===== config.mk =====
export PLATFORM = sky130hd
export DESIGN_NAME = priority_encoder_8to3
export DESIGN_NICKNAME = d
export VERILOG_FILES = /design/src/rtl/prienc_pkg.sv /design/src/rtl/prienc_core.sv /design/src/rtl/priority_encoder_8to3.sv
export SDC_FILE = /design/constraint.sdc
export NUM_CORES = 1
export LEC_CHECK = 0
export CAP_MARGIN = 20
export CORE_AREA = 3 3 40 42
export DETAILED_ROUTE_END_ITERATION = 8
export DIE_AREA = 0 0 43 45
export GPL_TIMING_DRIVEN = 1
export PLACE_DENSITY = 0.46
export SLEW_MARGIN = 40
export SYNTH_ARGS = -nofsm -noshare
export SYNTH_HDL_FRONTEND = slang
export SYNTH_SLANG_ARGS = --single-unit

===== constraint.sdc =====
create_clock -name clk -period 0.8 [get_ports clk]
set_input_delay 0.16 -clock clk [delete_from_list [all_inputs] [get_ports clk]]
set_output_delay 0.16 -clock clk [all_outputs]
set_load 0.005 [all_outputs]

===== src/rtl/prienc_pkg.sv =====
// Shared widths and core-style selector for the 8-to-3 priority encoder.
package prienc_pkg;

    localparam int unsigned PRIENC_IN_W  = 8;
    localparam int unsigned PRIENC_OUT_W = 3;

    // Implementation style of one combinational encoder core.
    typedef enum logic [1:0] {
        PRIENC_IF    = 2'd0,
        PRIENC_FOR   = 2'd1,
        PRIENC_CASEZ = 2'd2
    } prienc_style_e;

endpackage : prienc_pkg


===== src/rtl/prienc_core.sv =====
// Combinational 8-to-3 priority encoder core; bit 7 has highest priority.
// Ports:
//   a     - request vector
//   y     - index of the most significant set bit of a (0 when a == 0)
//   valid - 1 when any bit of a is set
// STYLE selects an if/else-if chain, a descending for-loop or a casez.
module prienc_core
    import prienc_pkg::*;
#(
    parameter prienc_style_e STYLE = PRIENC_IF
) (
    input  logic [PRIENC_IN_W-1:0]  a,
    output logic [PRIENC_OUT_W-1:0] y,
    output logic                    valid
);

    if (STYLE == PRIENC_FOR) begin : g_for
        // Descending scan; the first hit wins and later hits are ignored.
        always_comb begin
            logic found;
            y     = '0;
            found = 1'b0;
            for (int i = int'(PRIENC_IN_W) - 1; i >= 0; i--) begin
                if (a[i] && !found) begin
                    y     = PRIENC_OUT_W'(i);
                    found = 1'b1;
                end
            end
            valid = found;
        end
    end else if (STYLE == PRIENC_CASEZ) begin : g_casez
        always_comb begin
            y     = '0;
            valid = 1'b1;
            casez (a)
                8'b1???????: y = 3'd7;
                8'b01??????: y = 3'd6;
                8'b001?????: y = 3'd5;
                8'b0001????: y = 3'd4;
                8'b00001???: y = 3'd3;
                8'b000001??: y = 3'd2;
                8'b0000001?: y = 3'd1;
                8'b00000001: y = 3'd0;
                default: begin
                    y     = 3'd0;
                    valid = 1'b0;
                end
            endcase
        end
    end else begin : g_if
        always_comb begin
            y     = '0;
            valid = |a;
            if      (a[7]) y = 3'd7;
            else if (a[6]) y = 3'd6;
            else if (a[5]) y = 3'd5;
            else if (a[4]) y = 3'd4;
            else if (a[3]) y = 3'd3;
            else if (a[2]) y = 3'd2;
            else if (a[1]) y = 3'd1;
            else           y = 3'd0;
        end
    end

endmodule : prienc_core


===== src/rtl/priority_encoder_8to3.sv =====
// Registered 8-to-3 priority encoder.
// Ports:
//   clk      - clock, rising edge
//   rst      - synchronous active-high reset
//   A        - request vector, bit 7 highest priority
//   Y        - registered index of highest set bit of A
//   Valid    - registered, 1 when A was nonzero
//   mismatch - sticky cross-check error flag (0 unless PRIENC_XCHECK_EN)
// Macro PRIENC_XCHECK_EN: build three independent cores and flag any
// disagreement between them; the if-chain core always drives Y/Valid.
module priority_encoder_8to3
    import prienc_pkg::*;
(
    input  logic                    clk,
    input  logic                    rst,
    input  logic [PRIENC_IN_W-1:0]  A,
    output logic [PRIENC_OUT_W-1:0] Y,
    output logic                    Valid,
    output logic                    mismatch
);

    logic [PRIENC_OUT_W-1:0] y_d, y_q;
    logic                    valid_d, valid_q;

    prienc_core #(.STYLE(PRIENC_IF)) u_core_if (
        .a     (A),
        .y     (y_d),
        .valid (valid_d)
    );

    // Output registers; reset overrides capture of A.
    always_ff @(posedge clk) begin
        if (rst) begin
            y_q     <= '0;
            valid_q <= 1'b0;
        end else begin
            y_q     <= y_d;
            valid_q <= valid_d;
        end
    end

    assign Y     = y_q;
    assign Valid = valid_q;

`ifdef PRIENC_XCHECK_EN
    logic [PRIENC_OUT_W-1:0] y_for, y_casez;
    logic                    valid_for, valid_casez;
    logic                    mismatch_d, mismatch_q;

    prienc_core #(.STYLE(PRIENC_FOR)) u_core_for (
        .a     (A),
        .y     (y_for),
        .valid (valid_for)
    );

    prienc_core #(.STYLE(PRIENC_CASEZ)) u_core_casez (
        .a     (A),
        .y     (y_casez),
        .valid (valid_casez)
    );

    // Sticky: any disagreement among the three cores latches until reset.
    always_comb begin
        mismatch_d = mismatch_q;
        if ({y_d, valid_d} != {y_for, valid_for} ||
            {y_d, valid_d} != {y_casez, valid_casez}) begin
            mismatch_d = 1'b1;
        end
    end

    always_ff @(posedge clk) begin
        if (rst) mismatch_q <= 1'b0;
        else     mismatch_q <= mismatch_d;
    end

    assign mismatch = mismatch_q;
`else
    assign mismatch = 1'b0;
`endif

endmodule : priority_encoder_8to3


==> results.yml <==
worst_setup_path:
  path_max_fanout: 1
  critPathCaptureType: "output pin"
  worstPathRequired_ns: 0.64
  crit_arrival_ns: 0.64
  path_cells: "buf_2"
  cp_slowest_cell: "dfxtp_2"
  crit_start: "Valid$_SDFF_PP0_"
  crit_cells: 1
  critPathCapture: "Valid"
  max_stage_delay_ns: 0.30
  path_class: "flip-flop to output pin"
  crit_family: "flip-flops"
  startpoint_type: "flip-flop"
  critPathBufInv: 1
power:
  p_per_area_nw_per_um2: 1600
  p_leak_nw: 0.159
  power_w: 0.000574
  ir_drop_mv: 0.468
detailed_routing:
  totalWireLength_um: 496
  wl_per_cell_um: 10.1
  via_per_inst: 4.02
  initialDrtViolationCount: 3
  antenna_left: 0
  route.detailed.drc: 0
  vias: 197
  drt_pass1_iterations: 2
die:
  num_rows: 13
  die_height_um: 45
  core_area_um2: 1280
  start_util: 0.133
  die_w_um: 43
  die_area_um2: 1940
  pin_count: 15
outcome:
  status: "complete, no violations"
cts:
  clkSinkCount: 4
  cts_buffers: 3
  cts_tree: "done"
  cts-hold-fix-buffers: 0
  cts.clk_slew.worst_paths_ns: 0.04
  htree_levels: 1
  clockBufferDepth: 2
  clockRootBuffer: "clkbuf_4"
  post-cts-setup-buffer-count: 0
sta:
  fmax_mhz: 1250
  hold_viol: 0
  min_period_ns: 0.800
  rsz0062_at_grt: "yes"
  min_period_over_period: 1.00
  final-setup-viol-count: 0
  fin_ws_ns: 0.0000951
  maxSlewViolCount: 0
placed_design:
  place_area_um2: 320
  port-buffer-count: 13
  hpwl_um: 373
  place.gp.congestion: 0.630
  place_ws_ns: -0.345
layout:
  layout.nets: 46
  area_growth_syn_to_layout_pct: 109
  antenna_cells: 0
  fin_area_um2: 358
  layout-drive-gt1-share: 0.529
global_routing:
  grt_usage: 0.0666
  grt_pass1_vias: 198
  overflow: 0
  antenna_found_initial: 0
  grt_pass1_wl_um: 828
  grt_max_degree: 4
min_path:
  hold_path.class: "input port to flip-flop"
  worstHoldStart: "A[1]"
logic_synthesis:
  yosysWarnings: 0
  syn-cell-area_um2: 171
  syn_inst: 18
  seq_area_frac_synth: 0.467
  syn_nets: 28
  ys_ff_latch: 4
  syn_avg_cell_area_um2: 9.52
  ys_types: 14
run:
  maxCapViolations: 0
sequential cells by signal, indices dropped and copies added, names as in the netlist:
name and count:
Y 3, Valid 1
report_power, final:
| group | total (W) | leakage (nW) | internal [W] | switching, W |
|---|---|---|---|---|
| registers | 0.000221 | 0.0339 | 0.000216 | 0.00000430 |
| logic | 0.000112 | 0.112 | 0.0000661 | 0.0000463 |
| clock network | 0.000241 | 0.0138 | 0.000167 | 0.0000740 |
through the flow:
| stage | TNS [ns] | util | std cells | hold slack [ns] |
|---|---|---|---|---|
| 2_1_floorplan | 0 | - | 18 | 0.222 |
| 3_3_place_gp | -1.73 | 0.249 | 46 | 0.810 |
| 3_5_place_dp | -1.76 | 0.249 | 46 | 0.807 |
| 4_1_cts | -0.0183 | 0.253 | 49 | 0.310 |
| 5_1_grt | -0.117 | 0.278 | 49 | 0.322 |
| 6_report | 0 | 0.278 | 49 | 0.306 |
synthesized netlist by cell type:
cell,number,area share
a21oi_1,2,0.058
a21oi_2,1,0.051
a31oi_1,1,0.037
buf_4,1,0.044
conb_1,1,0.022
dfxtp_1,4,0.47
inv_1,1,0.022
nor2_1,1,0.022
nor2_2,1,0.037
nor2b_1,1,0.037
nor4_1,1,0.037
o21ai_1,1,0.029
o21bai_1,1,0.044
o41ai_2,1,0.095
cell usage in the layout, fill, tap and decap left out, drive strengths merged:
master	instances
nor2	2
conb	1
nor4	1
dlymetal6s2s	1
o21ai	1
buf	5
dlygate4sd2	6
a31oi	1
o21bai	1
o41ai	1
dfxtp	4
clkdlybuf4s50	2
nor2b	1
a21oi	3
clkbuf	3
inv	1
per-layer routing:
metal  global-route usage  wire length (um)  vias up
met5                    0                 0        -
met3               0.0518                72        2
met2               0.0569               182       14
met4               0.0723                 6        0
met1               0.0867               235       86
li1                     -                 -       95
kinds of logic (layout without fill, tap and decap cells):
logic type / after synthesis / after routing / share of synthesized area
AO/OA/AOI/OAI: 7 / 7 / 0.314
flip-flops: 4 / 4 / 0.467
AND/OR/NAND/NOR: 4 / 4 / 0.131
buffers and inverters: 2 / 18 / 0.0657
other: 1 / 1 / 0.0219
area by class of cell:
cell class	count	area (um2)
Sequential cell	4	83.8
Tap cell	15	18.8
Multi-Input combinational cell	12	104
Fill cell	140	927
Inverter	1	3.75
Timing Repair Buffer	14	125
Clock buffer	3	22.5
repair_timing:
item                       CTS  global route
setup endpoints to repair    8             8
resized for setup           24             8
pin swaps                    4             1
worst min-delay path by stage:
stage / depth (start not counted) / slack, ns / endpoint
floorplan: 1 / 0.22 / Y[1]$_SDFF_PP0_
global placement: 3 / 0.81 / Y[0]$_SDFF_PP0_
detailed placement: 3 / 0.81 / Y[0]$_SDFF_PP0_
CTS: 2 / 0.31 / Y[0]$_SDFF_PP0_
global route: 2 / 0.32 / Y[0]$_SDFF_PP0_
finish: 3 / 0.31 / Valid$_SDFF_PP0_
Power figures use the tool's default switching activity.
